==> src/rtl/reg_file_2r1w.sv <==
// Two-read/one-write register file with byte-lane writes,
// registered reads, write-first bypass and range checking.
module reg_file_2r1w #(
  parameter int WIDTH      = 16,
  parameter int DEPTH      = 8,
  parameter int ADDR_WIDTH = 8
) (
  input  logic                  CLK,
  input  logic                  RST,
  input  logic                  WrEn,
  input  logic [ADDR_WIDTH-1:0] WrAddr,
  input  logic [WIDTH-1:0]      WrData,
  input  logic [WIDTH/8-1:0]    WrByteEn,
  input  logic                  RdEnA,
  input  logic [ADDR_WIDTH-1:0] RdAddrA,
  output logic [WIDTH-1:0]      RdDataA,
  output logic                  RdValidA,
  input  logic                  RdEnB,
  input  logic [ADDR_WIDTH-1:0] RdAddrB,
  output logic [WIDTH-1:0]      RdDataB,
  output logic                  RdValidB,
  output logic                  AddrErr
);

  localparam int NB  = WIDTH / 8;
  localparam int IDX = (DEPTH > 1) ? $clog2(DEPTH) : 1;
  localparam logic [ADDR_WIDTH:0] DEPTH_L = (ADDR_WIDTH + 1)'(DEPTH);

  logic [WIDTH-1:0] mem [DEPTH];

  logic             wrIn, aIn, bIn, wrActive;
  logic [IDX-1:0]   wrIdx, aIdx, bIdx;
  logic [WIDTH-1:0] wrMask;
  logic [WIDTH-1:0] rawA, rawB, nextA, nextB;
  logic             errNext;

  assign wrIn  = {1'b0, WrAddr}  < DEPTH_L;
  assign aIn   = {1'b0, RdAddrA} < DEPTH_L;
  assign bIn   = {1'b0, RdAddrB} < DEPTH_L;
  assign wrIdx = WrAddr[IDX-1:0];
  assign aIdx  = RdAddrA[IDX-1:0];
  assign bIdx  = RdAddrB[IDX-1:0];

  assign wrActive = WrEn && wrIn;

  always_comb begin
    wrMask = '0;
    for (int i = 0; i < NB; i++) begin
      wrMask[8*i +: 8] = {8{WrByteEn[i] & wrActive}};
    end
  end

  // Lookup is qualified by range so a non-power-of-two depth never
  // indexes past the array.
  always_comb begin
    rawA = '0;
    rawB = '0;
    for (int i = 0; i < DEPTH; i++) begin
      if (aIn && aIdx == IDX'(i)) rawA = mem[i];
      if (bIn && bIdx == IDX'(i)) rawB = mem[i];
    end
  end

  always_comb begin
    nextA = rawA;
    nextB = rawB;
    if (aIn && RdAddrA == WrAddr) begin
      nextA = (rawA & ~wrMask) | (WrData & wrMask);
    end
    if (bIn && RdAddrB == WrAddr) begin
      nextB = (rawB & ~wrMask) | (WrData & wrMask);
    end
  end

  assign errNext = (WrEn && (|WrByteEn) && !wrIn)
                || (RdEnA && !aIn)
                || (RdEnB && !bIn);

  always_ff @(posedge CLK) begin
    if (!RST) begin
      for (int i = 0; i < DEPTH; i++) mem[i] <= '0;
    end else begin
      for (int i = 0; i < DEPTH; i++) begin
        if (wrActive && wrIdx == IDX'(i)) begin
          mem[i] <= (mem[i] & ~wrMask) | (WrData & wrMask);
        end
      end
    end
  end

  always_ff @(posedge CLK) begin
    if (!RST) begin
      RdDataA  <= '0;
      RdDataB  <= '0;
      RdValidA <= 1'b0;
      RdValidB <= 1'b0;
      AddrErr  <= 1'b0;
    end else begin
      RdValidA <= RdEnA;
      RdValidB <= RdEnB;
      AddrErr  <= errNext;
      if (RdEnA) RdDataA <= nextA;
      if (RdEnB) RdDataB <= nextB;
    end
  end

endmodule

==> config.mk <==
export PLATFORM = sky130hd
export DESIGN_NAME = reg_file_2r1w
export DESIGN_NICKNAME = d
export VERILOG_FILES = /design/src/rtl/reg_file_2r1w.sv
export SDC_FILE = /design/constraint.sdc
export NUM_CORES = 1
export LEC_CHECK = 0
export BUFFER_PORTS_ARGS = -buffer_cell sky130_fd_sc_hd__buf_2
export CORE_MARGIN = 2
export CORE_UTILIZATION = 40
export DETAILED_ROUTE_END_ITERATION = 7
export GPL_TIMING_DRIVEN = 0
export PLACE_DENSITY_LB_ADDON = 0.1
export REMOVE_ABC_BUFFERS = 1
export SYNTH_ARGS = -nofsm -noshare
export SYNTH_HDL_FRONTEND = slang
export SYNTH_SLANG_ARGS = --single-unit
==> constraint.sdc <==
create_clock -name CLK -period 8.03 [get_ports CLK]
set_clock_uncertainty 0.05 [all_clocks]
set_input_delay 1.606 -clock CLK [delete_from_list [all_inputs] [get_ports CLK]]
set_output_delay 1.606 -clock CLK [all_outputs]
set_load 0.01 [all_outputs]
==> results.sh, run 1 <==
export IMPL_synth_yosys_seq_area_share=0.494
export IMPL_powerDensity_nw_per_um2=192
export IMPL_design_die_area_um2=24200
export IMPL_synth_seq_cells=163
export IMPL_max_cap_violations=0
export IMPL_reg2reg_depth=4
export IMPL_hold_ws_ps=424
export IMPL_drt_total_wl_um=31000
export IMPL_worstSetupPathType="in -> reg"
export IMPL_timing_fmax_ghz=0.226
export IMPL_vias=7580
export IMPL_fin_util=0.461
export IMPL_min_path_type="reg -> reg"
export IMPL_finalCritPeriodShare=0.551
export IMPL_cp_end_kind="flop"
export IMPL_cpPeakStageDelay_ps=870
export IMPL_synth_flop_cell="edfxtp_1"
export IMPL_ant_nets=0
export IMPL_grt_overflow_total=0
export IMPL_syn_inst=886
export IMPL_antenna_cells=0
export IMPL_post_cts_resized=0
export IMPL_period_needed_ps=4420
export IMPL_grt_use_total=0.260
export IMPL_max_slew_margin_rel=0.0939
export IMPL_maxSlewViolCount=0
export IMPL_grt_max_degree=59
export IMPL_synth_edff_count=128
export IMPL_die_h_um=156
export IMPL_netlist_area_um2=9200
export IMPL_port_buffers=81
export IMPL_pin_count=82
export IMPL_path_clk_slew_ps=60
export IMPL_post_drt_wl_per_cell_um=25.4
export IMPL_fin_area_um2=10400
export IMPL_dr_first_iter_drc_count=755
export IMPL_startpoint="RST"
export IMPL_grt_pass1_wl_um=46500
export IMPL_start_kind="input port"
export IMPL_fillers=2150
export IMPL_gp_congestion=0.821
export IMPL_avgViaCountPerCell=6.22
export IMPL_peakVddDrop_uv=137
export IMPL_worstReg2RegStart="mem[1][47]"
export IMPL_layout_area_overhead_vs_synth_pct=13.2
export IMPL_numCtsBuffers=17
export IMPL_start_util=0.407
export IMPL_insertion_delay_ps=430
export IMPL_placed_cell_area_um2=9820
export IMPL_outcome="complete, no violations"
export IMPL_cts_hold_buf=0
export IMPL_hold_violations=0
export IMPL_cp_required_ps=8250
export IMPL_multi_input_area_um2=4370
export IMPL_register_area_um2=4540
export IMPL_crit_end="mem[1][18]"
export IMPL_ys_async_sr_fraction=0
export IMPL_arrival_ps=4650
export IMPL_rrSetupSlack_ps=6370
export IMPL_fp_row_count=55
export IMPL_slowest_stage="clkinv_2"
export IMPL_setup_violations=0
export IMPL_rsz0062_at_grt="no"
export IMPL_final_net_count=968
export IMPL_die_w_um=156
export IMPL_syn_area_per_cell_um2=10.4
export IMPL_ys_warn_count=0
export IMPL_path_max_fanout=43
export IMPL_reg2reg_to="RdDataA[15]"
export IMPL_clock_path_buffers=2
export IMPL_cts_setup_buffers=0
export IMPL_tns_ps=0
export IMPL_tritoncts="built"
export IMPL_htree_levels=4
export IMPL_design_core_area_um2=22600
export IMPL_antenna_found_initial=0
export IMPL_dr_pass1_iters=5
export IMPL_drcViolationCount=0
export IMPL_leakagePower_nw=3.69
export IMPL_clock_sinks=163
export IMPL_dp_final_hpwl_um=18300
export IMPL_ys_types=53
export IMPL_worst_pin_slew_ps=1360
export IMPL_cts_root_buffer="clkbuf_16"
export IMPL_first_global_vias=7253
export IMPL_cp_cell_sequence="buf_2 -> clkinv_2 -> nor2_1 -> nand4_1 -> buf_8 -> a21oi_1"
export IMPL_drive_gt1_frac=0.190
==> worst min path at each step <==
stage                        endpoint  depth (start not counted)        start
after detailed placement  RdDataA[12]                          2  RdDataA[12]
after global placement    RdDataA[13]                          1  RdDataA[13]
final                     RdDataA[13]                          1  RdDataA[13]
after CTS                 RdDataA[12]                          2  RdDataA[12]
after global routing       RdDataB[2]                          2   RdDataB[2]
after floorplan            RdDataB[2]                          2   RdDataB[2]
==> registers in the layout, summed over array words and instances (netlist names) <==
signal / cells
mem: 128
RdDataB: 16
RdValidB: 1
RdValidA: 1
RdDataA: 16
AddrErr: 1
==> cell usage in the layout, fill, tap and decap left out, types with 4 or more instances in the layout <==
cell        netlist  routed
a21oi_1         133     133
o211ai_1         13      13
nor2_1           96      95
or3_1             5       5
nor3_1            5       5
dfxtp_1          35      35
nand2b_1          6       6
inv_1             4       4
mux2_2            9       9
mux2i_1          40      40
nand3_1          11      10
o21ai_0          35      31
buf_8             0       4
clkbuf_1         48       4
nand3b_1          4       4
nand2_1          87      87
nand4_1           4       4
nor4_1            8       7
clkinvlp_4        0       4
and2_1           19      19
buf_2            21      79
o2bb2ai_1         4       4
o221ai_1          9       9
clkbuf_16         0      17
a211oi_1         16      16
o21bai_1          9       9
o22ai_1           8       8
a31oi_1          19      19
mux4_2           35      35
edfxtp_1        128     128
nor2b_1          24      24
xnor2_1           9       9
==> stage by stage <==
| stage | setup WS [ps] | cells | total power [mW] |
|---|---|---|---|
| 3_5_place_dp | 2600 | 1186 | 1.19 |
| 6_report | 3610 | 1219 | 2.00 |
| 4_1_cts | 3040 | 1218 | 2.01 |
| 5_1_grt | 3490 | 1219 | 2.06 |
| 2_1_floorplan | 3230 | 813 | 1.08 |
| 3_3_place_gp | 733 | 1179 | 1.18 |
==> routing by layer <==
metal | global-route usage | up-vias | part of all wire
met3 | 0.0361 | 41 | 0.067
met2 | 0.406 | 319 | 0.46
li1 | - | 3404 | -
met5 | 0 | - | 0
met4 | 0.0795 | 0 | 0.020
met1 | 0.377 | 3816 | 0.45
==> synthesized netlist by cell type (all sizes together), types with 6 or more instances <==
master,count,area [µm²]
nor2,97,367
buf,25,124
nor2b,24,150
o211ai,13,97.6
mux2i,40,400
mux2,9,101
a21oi,133,666
nand3,12,65.1
o21ai,36,180
dfxtp,35,701
nor4,10,92.6
a211oi,16,120
o22ai,8,50.1
and2,19,119
xnor2,9,78.8
clkbuf,48,180
nand2b,6,37.5
a31oi,19,119
mux4,35,788
o21bai,9,67.6
edfxtp,128,3840
o221ai,9,78.8
nand2,87,327
==> layout make-up <==
class                           count  share of cell area
Timing Repair Buffer               89              0.0524
Inverter                            5             0.00192
Sequential cell                   163               0.436
Tap cell                          285              0.0343
Clock buffer                       21              0.0423
Multi-Input combinational cell    645               0.419
Clock inverter                     11              0.0132
==> worst max-delay path, delay by kind of cell <==
| kind | cells | cell delay (ps) |
|---|---|---|
| compound gates | 1 | 130 |
| buf+inv | 3 | 1790 |
| simple gates | 2 | 1090 |
==> cells by family after synthesis <==
logic type                after synthesis  share of synthesized area
DFF                                   163                      0.494
and+or+nand+nor                       285                      0.149
AOI/OAI and AO/OA                     264                      0.170
xor gates and xnor gates               12                     0.0114
buffers and inverters                  78                     0.0351
muxes                                  84                      0.140
==> power by group <==
part / total (mW) / switching, mW / internal, mW
Clock: 0.832 / 0.345 / 0.486
Sequential: 0.965 / 0.0232 / 0.942
Combinational: 0.207 / 0.126 / 0.0813
Power figures use the tool's default switching activity.
==> inputs of run 2 (changes only) <==
==> constraint.sdc (replaced) <==
create_clock -name CLK -period 4.1 [get_ports CLK]
set_clock_uncertainty 0.05 [all_clocks]
set_input_delay 0.82 -clock CLK [delete_from_list [all_inputs] [get_ports CLK]]
set_output_delay 0.82 -clock CLK [all_outputs]
set_load 0.01 [all_outputs]
==> run 2 against run 1 <==
Critical endpoint is now mem[1][0]. Routed wire length is 0.28% higher. Flip-flop and latch count unchanged. Utilization is essentially flat. Global-route usage about the same. Largest cell class unchanged. Design area is essentially flat. Combinational power grew 97%. Count of clock-buffer cells in the layout unchanged. Critical path type unchanged. Power rose by 96%.
==> results.sh, run 2 (synthesis gave the netlist of run 1 again) <==
export IMPL_placed_cell_area_um2=9820
export IMPL_design_die_area_um2=24200
export IMPL_die_w_um=156
export IMPL_drt_total_wl_um=31000
export IMPL_sw_frac_of_total=0.247
export IMPL_finalCritPeriodShare=0.894
export IMPL_clock_sinks=163
export IMPL_max_slew_margin_rel=0.0731
export IMPL_worstSetupPathType="in -> reg"
export IMPL_pre_cts_slack_ps=-548
export IMPL_clock_path_buffers=2
export IMPL_layout_common_cells="133 x a21oi_1, 128 x edfxtp_1, 95 x nor2_1"
export IMPL_dr_pass1_iters=5
export IMPL_drive_gt1_frac=0.191
export IMPL_power_share_clock=0.415
export IMPL_vias=7543
export IMPL_grt_overflow_total=0
export IMPL_design_core_area_um2=22600
export IMPL_maxSlewViolCount=0
export IMPL_worst_slack_ps=434
export IMPL_first_global_vias=7288
export IMPL_powerDensity_nw_per_um2=377
export IMPL_dp_final_hpwl_um=18300
export IMPL_power_mw=3.92
export IMPL_hold_ws_ps=418
export IMPL_grt_max_degree=59
export IMPL_peakVddDrop_uv=266
export IMPL_timing_fmax_ghz=0.273
export IMPL_cp_end_kind="flop"
export IMPL_max_cap_violations=0
export IMPL_ant_nets=0
export IMPL_rsz0062_at_grt="no"
export IMPL_pin_count=82
export IMPL_grt_use_total=0.260
export IMPL_arrival_ps=3870
export IMPL_layout_area_overhead_vs_synth_pct=13.3
export IMPL_power_frac_comb=0.104
export IMPL_grt_pass1_wl_um=46500
export IMPL_path_clk_slew_ps=70
export IMPL_setup_violations=0
export IMPL_htree_levels=4
export IMPL_leakagePower_nw=3.70
export IMPL_p_sw_mw=0.968
export IMPL_layout_cells_non_filler=1221
export IMPL_dp_cells=1186
export IMPL_mostFrequentLayoutCell="a21oi_1"
export IMPL_start_util=0.407
export IMPL_reg_largest_list="mem x128, RdDataA x16, RdDataB x16"
export IMPL_cts_root_buffer="clkbuf_16"
export IMPL_power_frac_seq=0.482
export IMPL_largest_register="mem"
export IMPL_worst_pin_slew_ps=1390
export IMPL_gp_congestion=0.821
export IMPL_drcViolationCount=0
export IMPL_path_max_fanout=43
export IMPL_post_drt_wl_per_cell_um=25.4
export IMPL_hold_violations=0
export IMPL_start_kind="input port"
export IMPL_fp_row_count=55
export IMPL_insertion_delay_ps=430
export IMPL_antenna_found_initial=0
export IMPL_min_path_type="reg -> reg"
export IMPL_p_int_mw=2.96
export IMPL_dr_first_iter_drc_count=726
export IMPL_die_h_um=156
export IMPL_period_needed_ps=3670
export IMPL_largest_reg_flops=128
export IMPL_cp_required_ps=4300
export IMPL_fin_area_um2=10400
export IMPL_outcome="complete, no violations"
export IMPL_avgViaCountPerCell=6.18
export IMPL_antenna_cells=0
export IMPL_final_net_count=970
export IMPL_numCtsBuffers=17
export IMPL_tritoncts="built"
export IMPL_port_buffers=81
[run 2: cell type report]
cell class | count | area, µm²
fillers | 2150 | 12200
clock inverters | 11 | 138
well taps | 285 | 357
clock buffers | 21 | 440
multi-input cells | 645 | 4370
inverters | 5 | 20.0
repair buffers | 91 | 553
flip-flops and latches | 163 | 4540
[run 2: worst max-delay path: stages]
cell and delay (ps):
buf_2 550, clkinv_2 890, nor2_1 510, nand2_1 740
a21oi_1 340
[run 2: worst paths after layout]
path | slack, ps | start | cells past startpoint | end
max | 430 | RST | 5 | mem[1][0]
max reg2reg | 2430 | mem[1][13] | 4 | RdDataA[13]
min | 420 | RdDataA[13] | 1 | RdDataA[13]
min reg2reg | 420 | RdDataA[13] | 1 | RdDataA[13]
[run 2: what timing repair did]
item | CTS | global route
hold buffers | 0 | 0
setup buffers | 3 | 0
gates resized for setup | 0 | 0
setup endpoints to repair | 13 | 0
[run 2: layer usage]
metal,track usage,wire [µm],share of wire,up-vias
li1,-,-,-,3410
met1,0.375,14100,0.45,3792
met2,0.407,14300,0.46,297
met3,0.0367,1990,0.064,44
met4,0.0817,688,0.022,0
met5,0,0,0,-
[run 2: per-stage QoR]
step	util	TNS (ps)
after floorplan	-	0
after global placement	0.428	-166130
after detailed placement	0.435	-7710
after CTS	0.461	0
after global routing	0.462	0
final	0.462	0
[run 2: power by group through the flow]
stage	clock (mW)	sequential (mW)	combinational [mW]
3_3_place_gp	0	1.93	0.389
2_1_floorplan	0	1.91	0.206
5_1_grt	1.70	1.90	0.435
6_report	1.63	1.89	0.407
4_1_cts	1.64	1.89	0.404
3_5_place_dp	0	1.92	0.401
==> inputs of run 3 (changes only) <==
--- a/config.mk
+++ b/config.mk
@@ -9,9 +9,7 @@
 export CORE_MARGIN = 2
 export CORE_UTILIZATION = 40
 export DETAILED_ROUTE_END_ITERATION = 7
-export GPL_TIMING_DRIVEN = 0
 export PLACE_DENSITY_LB_ADDON = 0.1
-export REMOVE_ABC_BUFFERS = 1
 export SYNTH_ARGS = -nofsm -noshare
 export SYNTH_HDL_FRONTEND = slang
 export SYNTH_SLANG_ARGS = --single-unit
==> run 3 against run 2 <==
Design area about the same. Register-to-register slack worse by 90 ps. Flip-flop and latch count unchanged. Via count down 1.2%. Worst hold slack worse by 4.3 ps. Count of clock-buffer cells in the layout down 2. Clock power down 4%.
==> results.sh, run 3 (synthesis gave the netlist of run 1 again) <==
export IMPL_powerDensity_nw_per_um2=371
export IMPL_ant_nets=0
export IMPL_hold_ws_ps=414
export IMPL_clock_path_buffers=2
export IMPL_worstSetupPathType="in -> reg"
export IMPL_slowest_stage="a21o_1"
export IMPL_largest_register="mem"
export IMPL_pin_count=82
export IMPL_arrival_ps=2780
export IMPL_max_cap_violations=0
export IMPL_finalCritPeriodShare=0.675
export IMPL_tns_ps=0
export IMPL_reg2reg_depth=4
export IMPL_gp_congestion=0.877
export IMPL_cp_num_buf_inv=1
export IMPL_htree_levels=4
export IMPL_mostFrequentLayoutCell="a21oi_1"
export IMPL_drive_gt1_frac=0.204
export IMPL_hold_violations=0
export IMPL_largest_reg_flops=128
export IMPL_die_h_um=156
export IMPL_cts_root_buffer="clkbuf_16"
export IMPL_timing_fmax_ghz=0.361
export IMPL_peakVddDrop_uv=208
export IMPL_max_slew_margin_rel=0.421
export IMPL_rrSetupSlack_ps=2340
export IMPL_hold_path_depth=2
export IMPL_fin_util=0.462
export IMPL_outcome="complete, no violations"
export IMPL_register_area_um2=4540
export IMPL_final_net_count=984
export IMPL_worstReg2RegStart="mem[0][15]"
export IMPL_maxSlewViolCount=0
export IMPL_worst_pin_slew_ps=869
export IMPL_syn_num_nets=933
export IMPL_dr_first_iter_drc_count=865
export IMPL_drcViolationCount=0
export IMPL_path_max_fanout=16
export IMPL_crit_family="simple AND/OR/NAND/NOR gates"
export IMPL_cpPeakStageDelay_ps=720
export IMPL_cts_hold_buf=0
export IMPL_hold_start="RdDataA[9]"
export IMPL_grt_overflow_total=0
export IMPL_antenna_found_initial=1
export IMPL_layout_area_overhead_vs_synth_pct=13.4
export IMPL_period_needed_ps=2770
export IMPL_layout_common_cells="133 x a21oi_1, 128 x edfxtp_1, 96 x nor2_1"
export IMPL_clock_sinks=163
export IMPL_start_util=0.407
export IMPL_multi_input_area_um2=4350
export IMPL_start_kind="input port"
export IMPL_cp_end_kind="flop"
export IMPL_vias=7449
export IMPL_numCtsBuffers=17
export IMPL_worstSetupPathDepth=5
export IMPL_grt_pass1_wl_um=44900
export IMPL_hold_end="RdDataA[9]"
export IMPL_design_core_area_um2=22600
export IMPL_post_drt_wl_per_cell_um=24.5
export IMPL_leakagePower_nw=3.75
export IMPL_fillers=2191
export IMPL_reg_largest_list="mem x128, RdDataA x16, RdDataB x16"
export IMPL_rsz0062_at_grt="no"
export IMPL_post_cts_resized=0
export IMPL_port_buffers=81
export IMPL_cp_required_ps=4110
export IMPL_setup_violations=0
export IMPL_cts_setup_buffers=0
export IMPL_path_clk_slew_ps=70
export IMPL_insertion_delay_ps=440
export IMPL_cp_cell_sequence="buf_2 -> nor4_4 -> nand2_1 -> nor3b_1 -> a21o_1"
export IMPL_dr_pass1_iters=5
export IMPL_first_global_vias=6820
export IMPL_design_die_area_um2=24200
export IMPL_tritoncts="built"
export IMPL_die_w_um=156
export IMPL_min_path_type="reg -> reg"
export IMPL_dp_final_hpwl_um=21100
export IMPL_grt_use_total=0.253
export IMPL_reg2reg_to="RdDataA[15]"
export IMPL_drt_total_wl_um=30300
export IMPL_avgViaCountPerCell=6.03
export IMPL_fp_row_count=55
export IMPL_grt_max_degree=68
==> run 3: power by group <==
group / total [mW] / switching (mW) / internal [mW]
Combinational: 0.414 / 0.251 / 0.163
Sequential: 1.89 / 0.0486 / 1.84
Clock: 1.56 / 0.723 / 0.835
Total: 3.86 / 1.02 / 2.84
==> run 3: metrics by stage <==
step	worst slack, ps	power [mW]	instance area (µm²)	cells
final	1330	3.86	10400	1236
after global routing	1190	3.99	10400	1235
after CTS	1330	3.88	10400	1235
after detailed placement	874	2.34	9860	1203
after global placement	926	2.33	9860	1203
after floorplan	766	2.17	9200	886
==> run 3: worst min-delay path, delay by kind of cell (launching register included) <==
family / cells / cell delay, ps
simple gates: 1 / 50
flops: 1 / 330
compound gates: 1 / 60
==> run 3: final cells by class <==
| cell class | count | share of cell area |
|---|---|---|
| clock inverters | 13 | 0.00924 |
| clock buffers | 19 | 0.0445 |
| multi-input cells | 645 | 0.417 |
| diodes | 1 | 0.000240 |
| well taps | 285 | 0.0342 |
| flip-flops and latches | 163 | 0.436 |
| repair buffers | 105 | 0.0574 |
| inverters | 5 | 0.00180 |
==> run 3: how the worst max path moves through the flow <==
| stage | start | end |
|---|---|---|
| 2_1_floorplan | WrAddr[3] | mem[0][16] |
| 4_1_cts | WrAddr[3] | mem[0][4] |
| 3_3_place_gp | WrAddr[3] | mem[0][6] |
| 5_1_grt | WrAddr[3] | mem[0][47] |
| 3_5_place_dp | WrAddr[3] | mem[0][3] |
| 6_report | WrAddr[3] | mem[1][4] |
==> run 3: routing by layer <==
metal	wire length (µm)	track usage	vias to the layer above
li1	-	-	3443
met2	12700	0.350	331
met5	0	0	-
met3	2470	0.0522	19
met4	328	0.0568	0
met1	14800	0.402	3656
